<file path="src/rtl/gp_control_regs_if.sv">
// AXI4-Lite bus bundle (32-bit data) shared by the GP_CONTROL master and the
// PL register bank; protection signals are not carried because nothing uses them.
interface axi4_lite_if #(
   parameter int ADDR_W = 12
) ();
   logic [ADDR_W-1:0] awaddr;
   logic              awvalid;
   logic              awready;
   logic [31:0]       wdata;
   logic [3:0]        wstrb;
   logic              wvalid;
   logic              wready;
   logic [1:0]        bresp;
   logic              bvalid;
   logic              bready;
   logic [ADDR_W-1:0] araddr;
   logic              arvalid;
   logic              arready;
   logic [31:0]       rdata;
   logic [1:0]        rresp;
   logic              rvalid;
   logic              rready;

   modport m (
      output awaddr, awvalid, wdata, wstrb, wvalid, bready, araddr, arvalid, rready,
      input  awready, wready, bresp, bvalid, arready, rdata, rresp, rvalid
   );

   modport s (
      input  awaddr, awvalid, wdata, wstrb, wvalid, bready, araddr, arvalid, rready,
      output awready, wready, bresp, bvalid, arready, rdata, rresp, rvalid
   );
endinterface

</file>
<file path="src/rtl/gp_control_regs.sv">
// PL control/status register bank behind the PS GP_CONTROL AXI4-Lite port:
// ID, scratch, control bits, HP0 address offset, live status and a cycle counter.
module gp_control_regs #(
   parameter int          ADDR_W     = 12,
   parameter int          HP0_ADDR_W = 32,
   parameter int          STATUS_W   = 8,
   parameter logic [31:0] ID_VALUE   = 32'hFB00_0001
) (
   input  logic                  peripheral_clock,
   input  logic                  peripheral_reset,
   axi4_lite_if.s                ctrl,
   input  logic [STATUS_W-1:0]   status_i,
   output logic                  enable_o,
   output logic                  soft_reset_o,
   output logic [HP0_ADDR_W-1:0] hp0_offset_o
);

   localparam logic [31:0] IDX_ID      = 32'd0;
   localparam logic [31:0] IDX_SCRATCH = 32'd1;
   localparam logic [31:0] IDX_CTRL    = 32'd2;
   localparam logic [31:0] IDX_HP0     = 32'd3;
   localparam logic [31:0] IDX_STATUS  = 32'd4;
   localparam logic [31:0] IDX_CYCLE   = 32'd5;

   localparam logic [1:0] RESP_OKAY   = 2'b00;
   localparam logic [1:0] RESP_SLVERR = 2'b10;

   typedef enum logic [1:0] {W_IDLE, W_ADDR, W_DATA, W_RESP} wState_t;
   typedef enum logic       {R_IDLE, R_RESP} rState_t;

   wState_t r_wState, w_wStateNext;
   rState_t r_rState, w_rStateNext;

   logic              r_awready, r_wready, r_bvalid, r_arready, r_rvalid;
   logic              w_awreadyNext, w_wreadyNext, w_bvalidNext;
   logic              w_arreadyNext, w_rvalidNext;
   logic [1:0]        r_bresp, r_rresp;
   logic [31:0]       r_rdata;

   logic [ADDR_W-1:0] r_awAddr;
   logic [31:0]       r_wData;
   logic [3:0]        r_wStrb;

   logic [31:0]           r_scratch;
   logic                  r_enable;
   logic                  r_softReset;
   logic [HP0_ADDR_W-1:0] r_hp0Offset;
   logic [31:0]           r_cycleCnt;

   logic              w_awHs, w_wHs, w_bHs, w_arHs, w_rHs;
   logic              w_commit;
   logic [ADDR_W-1:0] w_cmtAddr;
   logic [31:0]       w_cmtData;
   logic [3:0]        w_cmtStrb;
   logic [31:0]       w_wrIdx, w_rdIdx;
   logic              w_wrValid;
   logic [31:0]       w_rdData;
   logic              w_rdErr;
   logic              w_unused;

   function automatic logic [31:0] mergeBytes(input logic [31:0] oldVal,
                                              input logic [31:0] newVal,
                                              input logic [3:0]  strb);
      logic [31:0] res;
      for (int b = 0; b < 4; b++) begin
         res[b*8 +: 8] = strb[b] ? newVal[b*8 +: 8] : oldVal[b*8 +: 8];
      end
      return res;
   endfunction

   assign w_awHs = ctrl.awvalid & r_awready;
   assign w_wHs  = ctrl.wvalid  & r_wready;
   assign w_bHs  = r_bvalid     & ctrl.bready;
   assign w_arHs = ctrl.arvalid & r_arready;
   assign w_rHs  = r_rvalid     & ctrl.rready;

   // Whichever half of the write arrived first was latched; the other half is live on the bus.
   assign w_cmtAddr = (r_wState == W_ADDR) ? r_awAddr : ctrl.awaddr;
   assign w_cmtData = (r_wState == W_DATA) ? r_wData  : ctrl.wdata;
   assign w_cmtStrb = (r_wState == W_DATA) ? r_wStrb  : ctrl.wstrb;
   assign w_commit  = (w_wStateNext == W_RESP) && (r_wState != W_RESP);

   assign w_wrIdx   = 32'(w_cmtAddr[ADDR_W-1:2]);
   assign w_rdIdx   = 32'(ctrl.araddr[ADDR_W-1:2]);
   assign w_wrValid = (w_wrIdx <= IDX_CYCLE);
   assign w_unused  = ^{w_cmtAddr[1:0], ctrl.araddr[1:0]};

   always_comb begin
      w_wStateNext = r_wState;
      case (r_wState)
         W_IDLE: begin
            if (w_awHs && w_wHs) w_wStateNext = W_RESP;
            else if (w_awHs)     w_wStateNext = W_ADDR;
            else if (w_wHs)      w_wStateNext = W_DATA;
         end
         W_ADDR:  if (w_wHs)  w_wStateNext = W_RESP;
         W_DATA:  if (w_awHs) w_wStateNext = W_RESP;
         W_RESP:  if (w_bHs)  w_wStateNext = W_IDLE;
         default: w_wStateNext = W_IDLE;
      endcase
   end

   // Handshake outputs are registered, so they are derived from the next state.
   always_comb begin
      w_awreadyNext = (w_wStateNext == W_IDLE) || (w_wStateNext == W_DATA);
      w_wreadyNext  = (w_wStateNext == W_IDLE) || (w_wStateNext == W_ADDR);
      w_bvalidNext  = (w_wStateNext == W_RESP);
   end

   always_ff @(posedge peripheral_clock) begin
      if (peripheral_reset) begin
         r_wState  <= W_IDLE;
         r_awready <= 1'b0;
         r_wready  <= 1'b0;
         r_bvalid  <= 1'b0;
         r_bresp   <= RESP_OKAY;
         r_awAddr  <= '0;
         r_wData   <= '0;
         r_wStrb   <= '0;
      end else begin
         r_wState  <= w_wStateNext;
         r_awready <= w_awreadyNext;
         r_wready  <= w_wreadyNext;
         r_bvalid  <= w_bvalidNext;
         if (w_awHs) r_awAddr <= ctrl.awaddr;
         if (w_wHs) begin
            r_wData <= ctrl.wdata;
            r_wStrb <= ctrl.wstrb;
         end
         if (w_commit) r_bresp <= w_wrValid ? RESP_OKAY : RESP_SLVERR;
      end
   end

   always_ff @(posedge peripheral_clock) begin
      if (peripheral_reset) begin
         r_scratch   <= '0;
         r_enable    <= 1'b0;
         r_softReset <= 1'b0;
         r_hp0Offset <= '0;
         r_cycleCnt  <= '0;
      end else begin
         r_softReset <= 1'b0;
         r_cycleCnt  <= r_cycleCnt + 32'd1;
         // A clear of the counter overrides this cycle's increment.
         if (w_commit) begin
            case (w_wrIdx)
               IDX_SCRATCH: r_scratch <= mergeBytes(r_scratch, w_cmtData, w_cmtStrb);
               IDX_CTRL: begin
                  if (w_cmtStrb[0]) begin
                     r_enable    <= w_cmtData[0];
                     r_softReset <= w_cmtData[1];
                  end
               end
               IDX_HP0: r_hp0Offset <= HP0_ADDR_W'(mergeBytes(32'(r_hp0Offset), w_cmtData, w_cmtStrb));
               IDX_CYCLE: begin
                  if (|w_cmtStrb) r_cycleCnt <= '0;
               end
               default: ;
            endcase
         end
      end
   end

   always_comb begin
      w_rdData = 32'd0;
      w_rdErr  = 1'b0;
      case (w_rdIdx)
         IDX_ID:      w_rdData = ID_VALUE;
         IDX_SCRATCH: w_rdData = r_scratch;
         IDX_CTRL:    w_rdData = {31'd0, r_enable};
         IDX_HP0:     w_rdData = 32'(r_hp0Offset);
         IDX_STATUS:  w_rdData = 32'(status_i);
         IDX_CYCLE:   w_rdData = r_cycleCnt;
         default:     w_rdErr  = 1'b1;
      endcase
   end

   always_comb begin
      w_rStateNext = r_rState;
      case (r_rState)
         R_IDLE:  if (w_arHs) w_rStateNext = R_RESP;
         R_RESP:  if (w_rHs)  w_rStateNext = R_IDLE;
         default: w_rStateNext = R_IDLE;
      endcase
   end

   always_comb begin
      w_arreadyNext = (w_rStateNext == R_IDLE);
      w_rvalidNext  = (w_rStateNext == R_RESP);
   end

   always_ff @(posedge peripheral_clock) begin
      if (peripheral_reset) begin
         r_rState  <= R_IDLE;
         r_arready <= 1'b0;
         r_rvalid  <= 1'b0;
         r_rdata   <= '0;
         r_rresp   <= RESP_OKAY;
      end else begin
         r_rState  <= w_rStateNext;
         r_arready <= w_arreadyNext;
         r_rvalid  <= w_rvalidNext;
         if (w_arHs) begin
            r_rdata <= w_rdData;
            r_rresp <= w_rdErr ? RESP_SLVERR : RESP_OKAY;
         end
      end
   end

   assign ctrl.awready = r_awready;
   assign ctrl.wready  = r_wready;
   assign ctrl.bvalid  = r_bvalid;
   assign ctrl.bresp   = r_bresp;
   assign ctrl.arready = r_arready;
   assign ctrl.rvalid  = r_rvalid;
   assign ctrl.rdata   = r_rdata;
   assign ctrl.rresp   = r_rresp;

   assign enable_o     = r_enable;
   assign soft_reset_o = r_softReset;
   assign hp0_offset_o = r_hp0Offset;

endmodule

</file>
<file path="src/flat_wrapper.sv">
// flat-port wrapper written by rule: the top's interface ports become plain ports
module gp_control_regs_flat 
#(
   parameter int          ADDR_W     = 12,
   parameter int          HP0_ADDR_W = 32,
   parameter int          STATUS_W   = 8,
   parameter logic [31:0] ID_VALUE   = 32'hFB00_0001
)
  (peripheral_clock, peripheral_reset, status_i, enable_o, soft_reset_o, hp0_offset_o, ctrl_awaddr, ctrl_awvalid, ctrl_wdata, ctrl_wstrb, ctrl_wvalid, ctrl_bready, ctrl_araddr, ctrl_arvalid, ctrl_rready, ctrl_awready, ctrl_wready, ctrl_bresp, ctrl_bvalid, ctrl_arready, ctrl_rdata, ctrl_rresp, ctrl_rvalid);
  axi4_lite_if #(.ADDR_W(ADDR_W)) ctrl_i ();
  input  logic peripheral_clock;
  input  logic peripheral_reset;
  input  logic [STATUS_W-1:0] status_i;
  output logic enable_o;
  output logic soft_reset_o;
  output logic [HP0_ADDR_W-1:0] hp0_offset_o;
  input wire logic [$bits(ctrl_i.awaddr)-1:0] ctrl_awaddr;
  input wire logic [$bits(ctrl_i.awvalid)-1:0] ctrl_awvalid;
  input wire logic [$bits(ctrl_i.wdata)-1:0] ctrl_wdata;
  input wire logic [$bits(ctrl_i.wstrb)-1:0] ctrl_wstrb;
  input wire logic [$bits(ctrl_i.wvalid)-1:0] ctrl_wvalid;
  input wire logic [$bits(ctrl_i.bready)-1:0] ctrl_bready;
  input wire logic [$bits(ctrl_i.araddr)-1:0] ctrl_araddr;
  input wire logic [$bits(ctrl_i.arvalid)-1:0] ctrl_arvalid;
  input wire logic [$bits(ctrl_i.rready)-1:0] ctrl_rready;
  output wire logic [$bits(ctrl_i.awready)-1:0] ctrl_awready;
  output wire logic [$bits(ctrl_i.wready)-1:0] ctrl_wready;
  output wire logic [$bits(ctrl_i.bresp)-1:0] ctrl_bresp;
  output wire logic [$bits(ctrl_i.bvalid)-1:0] ctrl_bvalid;
  output wire logic [$bits(ctrl_i.arready)-1:0] ctrl_arready;
  output wire logic [$bits(ctrl_i.rdata)-1:0] ctrl_rdata;
  output wire logic [$bits(ctrl_i.rresp)-1:0] ctrl_rresp;
  output wire logic [$bits(ctrl_i.rvalid)-1:0] ctrl_rvalid;
  assign ctrl_i.awaddr = ctrl_awaddr;
  assign ctrl_i.awvalid = ctrl_awvalid;
  assign ctrl_i.wdata = ctrl_wdata;
  assign ctrl_i.wstrb = ctrl_wstrb;
  assign ctrl_i.wvalid = ctrl_wvalid;
  assign ctrl_i.bready = ctrl_bready;
  assign ctrl_i.araddr = ctrl_araddr;
  assign ctrl_i.arvalid = ctrl_arvalid;
  assign ctrl_i.rready = ctrl_rready;
  assign ctrl_awready = ctrl_i.awready;
  assign ctrl_wready = ctrl_i.wready;
  assign ctrl_bresp = ctrl_i.bresp;
  assign ctrl_bvalid = ctrl_i.bvalid;
  assign ctrl_arready = ctrl_i.arready;
  assign ctrl_rdata = ctrl_i.rdata;
  assign ctrl_rresp = ctrl_i.rresp;
  assign ctrl_rvalid = ctrl_i.rvalid;
  gp_control_regs #(.ADDR_W(ADDR_W), .HP0_ADDR_W(HP0_ADDR_W), .STATUS_W(STATUS_W), .ID_VALUE(ID_VALUE)) u_core (.peripheral_clock(peripheral_clock), .peripheral_reset(peripheral_reset), .ctrl(ctrl_i), .status_i(status_i), .enable_o(enable_o), .soft_reset_o(soft_reset_o), .hp0_offset_o(hp0_offset_o));
endmodule
</file>
<file path="config.mk">
export PLATFORM = sky130hd
export DESIGN_NAME = gp_control_regs_flat
export DESIGN_NICKNAME = d
export VERILOG_FILES = /design/src/rtl/gp_control_regs_if.sv /design/src/rtl/gp_control_regs.sv /design/src/flat_wrapper.sv
export SDC_FILE = /design/constraint.sdc
export NUM_CORES = 1
export LEC_CHECK = 0
export BUFFER_PORTS_ARGS = -buffer_cell sky130_fd_sc_hd__buf_2
export CAP_MARGIN = 20
export CORE_AREA = 2 2 142 178
export CTS_CLUSTER_SIZE = 28
export DETAILED_ROUTE_END_ITERATION = 16
export DIE_AREA = 0 0 144 180
export HOLD_SLACK_MARGIN = 0.02
export PLACE_DENSITY_LB_ADDON = 0.15
export SYNTH_ARGS = -nofsm -noshare
export SYNTH_HDL_FRONTEND = slang
export SYNTH_SLANG_ARGS = --single-unit
</file>
<file path="constraint.sdc">
create_clock -name peripheral_clock -period 2.5 [get_ports peripheral_clock]
set_input_delay 0.25 -clock peripheral_clock [delete_from_list [all_inputs] [get_ports peripheral_clock]]
set_output_delay 0.25 -clock peripheral_clock [all_outputs]
set_load 0.005 [all_outputs]
</file>
After elaboration in Yosys (flattened, before gate mapping):

Cells that the tools add are included.
Widths: inputs -> output; s select.

* register bits: 189
* input port bits: 75
* output and inout bits: 75
* word-level logic and storage cells: 89

* add/subtract/negate cells: 1
* $lt $le $gt $ge: 1
* eq/ne operators: 16
* muxes and demuxes: 19
* bitwise operators: 10
* reductions and logical operators: 19

Operators with widths (count)
* $pmux 32 s6: 1
* $mux 32: 4
* $eq 10x2->1 const B: 4
* $add 32x1->32 const B: 1
* $logic_not 32->1: 1
* $eq 10x3->1 const B: 3
* $reduce_and 3->1: 9
* $eq 10x1->1 const B: 2
* $mux 2: 8
* $mux 12: 1
* $le 10x3->1 const B: 1
* $eq 2x2->1 const B: 4
* $pmux 2 s4: 1
* $reduce_or 4->1: 2
* $reduce_or 6->1: 1
* $and 1x1->1: 5
* $not 1->1: 5
* $eq 2x1->1 const B: 2
* $logic_not 2->1: 2
* $mux 4: 1
* $logic_and 1x1->1: 2
* $logic_or 1x1->1: 2
* $mux 1: 2
* $ne 2x2->1 const B: 1
* $pmux 1 s2: 1

Logic depth before layout (Yosys ltp):

* word-level depth: 9
* mapped depth: 8
* mapped depth without buffers: 6

Least setup slack after synthesis:

OpenSTA, ideal clock, no wires.

* kind: reg-to-reg
* from: reg u_core.r_wState[1]
* to: reg u_core.r_hp0Offset[10], in the netlist u_core.hp0_offset_o[10]
* library setup time: 121 ps
* arrival: 1706 ps
* data required time: 2379 ps
* slack: 673 ps
* stages on the path, launching flop included: 7
* path buffers: 2
* period minus slack after synthesis: 1827 ps
* path through: dfxtp_1 -> nand2b_1 -> buf_4 -> and3_1 -> buf_2 -> o2111ai_2 -> mux2_2

* word-level cells in the longest chain between the ends: 7
* elaborated cells on any way between the ends: 19
* classes of those cells: eq/ne: 6; mux: 10; reduce/logical: 3

RTL lines
* start, declared: line gp_control_regs.sv:31 `wState_t r_wState, w_wStateNext;`
* start signal, assigned: line gp_control_regs.sv:121 `r_wState <= w_wStateNext;`
* $mux 2: line gp_control_regs.sv:94 `else if (w_wHs) w_wStateNext = W_DATA;`
* $mux 2: line gp_control_regs.sv:93 `else if (w_awHs) w_wStateNext = W_ADDR;`
* $mux 2: line gp_control_regs.sv:92 `if (w_awHs && w_wHs) w_wStateNext = W_RESP;`
* $pmux 2 s4: line gp_control_regs.sv:90 `case (r_wState)`
* $eq 2x2->1: line gp_control_regs.sv:81 `assign w_commit = (w_wStateNext == W_RESP) && (r_wState != W_RESP);`
* $logic_and 1x1->1: line gp_control_regs.sv:81
* $reduce_and 3->1 (no line)
* end signal, assigned: line gp_control_regs.sv:154 `IDX_HP0: r_hp0Offset <= HP0_ADDR_W'(mergeBytes(32'(r_hp0Offset), w_cmtData, w_cmtStrb));`
* end, declared: line gp_control_regs.sv:47 `logic [HP0_ADDR_W-1:0] r_hp0Offset;`

Parallel ways exist; a longest one is shown, timed or not.
A chain may end at the register's enable or synchronous reset.

Final worst setup path:

* from: reg u_core.r_wState[0]
* to: reg u_core.r_hp0Offset[21], in the netlist u_core.hp0_offset_o[21]

The elaborated chain is that of the path after synthesis.

==> results.yml <==
place:
  port_buffers: 143
  post_dp_cell_area_sq_mm: 0.00943
  dp_cells: 1442
  dp_hpwl_mm: 17.9
  gp_congestion: 0.834
grt:
  antenna_found_initial: 0
  globalRouteTotalUtil_pct: 19.0
  grt_first_pass_wirelength_mm: 38.1
  largest_net_degree_at_the_start_of_global_routing: 73
  gr-total-overflow: 0
  first_global_vias: 6921
cells_and_area:
  finalInstanceArea_sq_mm: 0.0101
  area_growth_pct: 20.2
  stdcell_count: 1474
  number_of_inserted_filler_cells_in_the_final_layout: 2541
  final_net_count: 1207
  drive_above_1_share_pct: 20.7
  n_antenna_cell: 0
routing:
  drt-total-wl_mm: 24.7
  drt_pre_antenna_iters: 5
  vias_per_cell: 4.99
  vias: 7359
  drc_errors: 0
  drt.antenna.violating_nets: 0
  drt_first_iter_violations: 404
  post_drt_wl_per_cell_microns: 16.7
pwr:
  power_leakage_nw: 4.01
  power-per-cell-area_mw_per_mm2: 632
  power_after_layout_w: 0.00635
  irDropWorstVdd_uv: 425
critical_path:
  slowest_stage: "sky130_fd_sc_hd__o2111ai_2"
  path_cells: "nand2b_1, and3_1, o2111ai_2, mux2_2"
  worst-path-max-fanout: 9
  slowest_delay_ns: 0.61
  critPathLaunchType: "register"
  worstPathBufferInverterCount: 0
  critical_path_arrival_ns: 2.50
  kind_of_end_point_of_the_critical_path: "register"
  timing.critical_path.max_delay_family: "compound AO/OA/AOI/OAI gates"
  cp_data_required_time_ns: 2.82
  timing_worst_setup_path_type: "register to register"
cts:
  ctsLongestPathBuffers: 2
  cts_root_buffer: "sky130_fd_sc_hd__clkbuf_16"
  tritoncts.num_buffers: 17
  cts_max_level: 4
  clkLatencyLatePin_ns: 0.43
  post_cts_resize_count: 0
  clock_sink_count: 185
  clk_pin_slew_ns: 0.07
  cts-hold-fix-buffers: 0
  tritoncts: "built"
  cts_setup_buffers: 0
sta:
  final-max-slew-violation-count: 0
  finalClockSkew_ns: 0.0113
  max_slew_margin_pct: 56.1
  setup_repair_after_global_routing_missed_its_margin: "no"
  report.final.hold_viol_count: 0
  achievable-frequency_mhz: 458
  period_minus_slack_ns: 2.18
  timing_worst_slew_pin_value_ns: 0.658
  final_min_period_over_clock_period_pct: 87.3
  setup_viol: 0
  finalSetupTns_ns: 0
synthesis:
  netlist.top_cell.by_area: "sky130_fd_sc_hd__dfxtp_1"
  netlist.area_leader.share_pct: 44.3
  yosys_register_bits: 185
  seq_area_frac_synth_pct: 44.3
  synth.cell_area_sq_mm: 0.00836
  post_synth_num_cell_types: 57
  async_flop_share_pct: 0
  synth_most_common_cell: "sky130_fd_sc_hd__nand2_1"
  netlist_top_cells_count: "sky130_fd_sc_hd__nand2_1 (228), sky130_fd_sc_hd__dfxtp_1 (185), sky130_fd_sc_hd__a21oi_1 (78), sky130_fd_sc_hd__o21ai_0 (72), sky130_fd_sc_hd__nor2_1 (67)"
  synth_flop_cell: "sky130_fd_sc_hd__dfxtp_1"
  edff_count_synth: 0
  syn_area_per_cell_sq_um: 8.26
  synth-warning-count: 0
  synthCells: 1012
  yosys-top-cells-area: "sky130_fd_sc_hd__dfxtp_1 (44%), sky130_fd_sc_hd__nand2_1 (10%), sky130_fd_sc_hd__a21oi_1 (4.7%)"
floorplan:
  design.portCount: 150
  initial_utilization_pct: 34.5
  fp.dieW_microns: 144
  fp.dieH_microns: 180
  floorplan.core_area_sq_mm: 0.0243
  die_area_sq_mm: 0.0259
  placement_rows: 64
outcome:
  run_status: "finished clean"
hold_path:
  hold_class: "input pin to register"
run:
  cap_viol_max_count: 0
## flip-flops by register name, indices dropped and copies added (netlist names), 2 cells and up
| name | flops |
|---|---|
| u_core.ctrl.rdata | 32 |
| u_core.r_wState | 2 |
| u_core.r_scratch | 32 |
| u_core.r_wData | 32 |
| u_core.r_wStrb | 4 |
| u_core.r_cycleCnt | 32 |
| u_core.hp0_offset_o | 32 |
| u_core.r_awAddr | 10 |
## logic make-up after synthesis
group                      synth area share (%)
and+or+nand+nor                            24.4
AOI/OAI and AO/OA                          17.6
DFF                                        44.3
buffers and inverters                      3.95
muxes                                      6.65
xor gates and xnor gates                   2.93
adders and majority gates                 0.150
other                                    0.0449
## where the power goes
group | switching (W) | internal [W] | leakage, nW
clock network | 0.00118 | 0.00165 | 0.303
logic | 0.000317 | 0.000181 | 2.21
registers | 0.0000328 | 0.00300 | 1.50
## through the flow
stage | setup WS (ns) | hold slack (ns) | util (%)
floorplan | 0.673 | 0.386 | -
global placement | 0.306 | 0.442 | 38.9
detailed placement | 0.301 | 0.447 | 38.9
CTS | 0.315 | 0.0535 | 41.4
global route | 0.165 | 0.0567 | 41.4
finish | 0.317 | 0.0676 | 41.4
## worst paths after layout
path                         from                 endpoint  slack [ns]  depth (start not counted)
min reg2reg  u_core.ctrl.rdata[7]     u_core.ctrl.rdata[7]        0.45                          2
max reg2reg    u_core.r_wState[0]  u_core.hp0_offset_o[21]        0.32                          4
max            u_core.r_wState[0]  u_core.hp0_offset_o[21]        0.32                          4
min                ctrl_awaddr[7]       u_core.r_awAddr[7]        0.07                          3
## worst register-to-register path, delay by kind of cell, from the launching register on
kind | cells | cell delay (ns)
compound gates | 1 | 0.61
simple gates | 2 | 0.58
flops | 1 | 0.47
mux | 1 | 0.41
## cells in the final DEF, fill, tap and decap left out, drive strengths merged, types with 23 or more instances in the layout
| master | instances |
|---|---|
| nand2 | 228 |
| dfxtp | 185 |
| buf | 170 |
| a21oi | 78 |
| o21ai | 72 |
| nor2 | 67 |
| a22oi | 33 |
| nand2b | 28 |
| mux2i | 28 |
| nor2b | 26 |
| clkbuf | 24 |
| mux2 | 23 |
## cell type report
cell class / count / area (sq um) / share of cell area, %
Sequential cell: 185 / 3700 / 36.8
Timing Repair Buffer: 170 / 958 / 9.54
Inverter: 6 / 22.5 / 0.224
Clock buffer: 24 / 512 / 5.09
Multi-Input combinational cell: 751 / 4330 / 43.1
Tap cell: 330 / 413 / 4.11
Clock inverter: 8 / 108 / 1.07
## layer usage
layer	up-vias	part of all wire (%)	track usage (%)
met3	23	5.0	4.10
met2	170	50	33.1
met1	3442	43	23.2
li1	3724	-	-
met4	0	1.7	5.57
met5	-	0	0
Note: power is estimated with default switching activity, not from simulation.
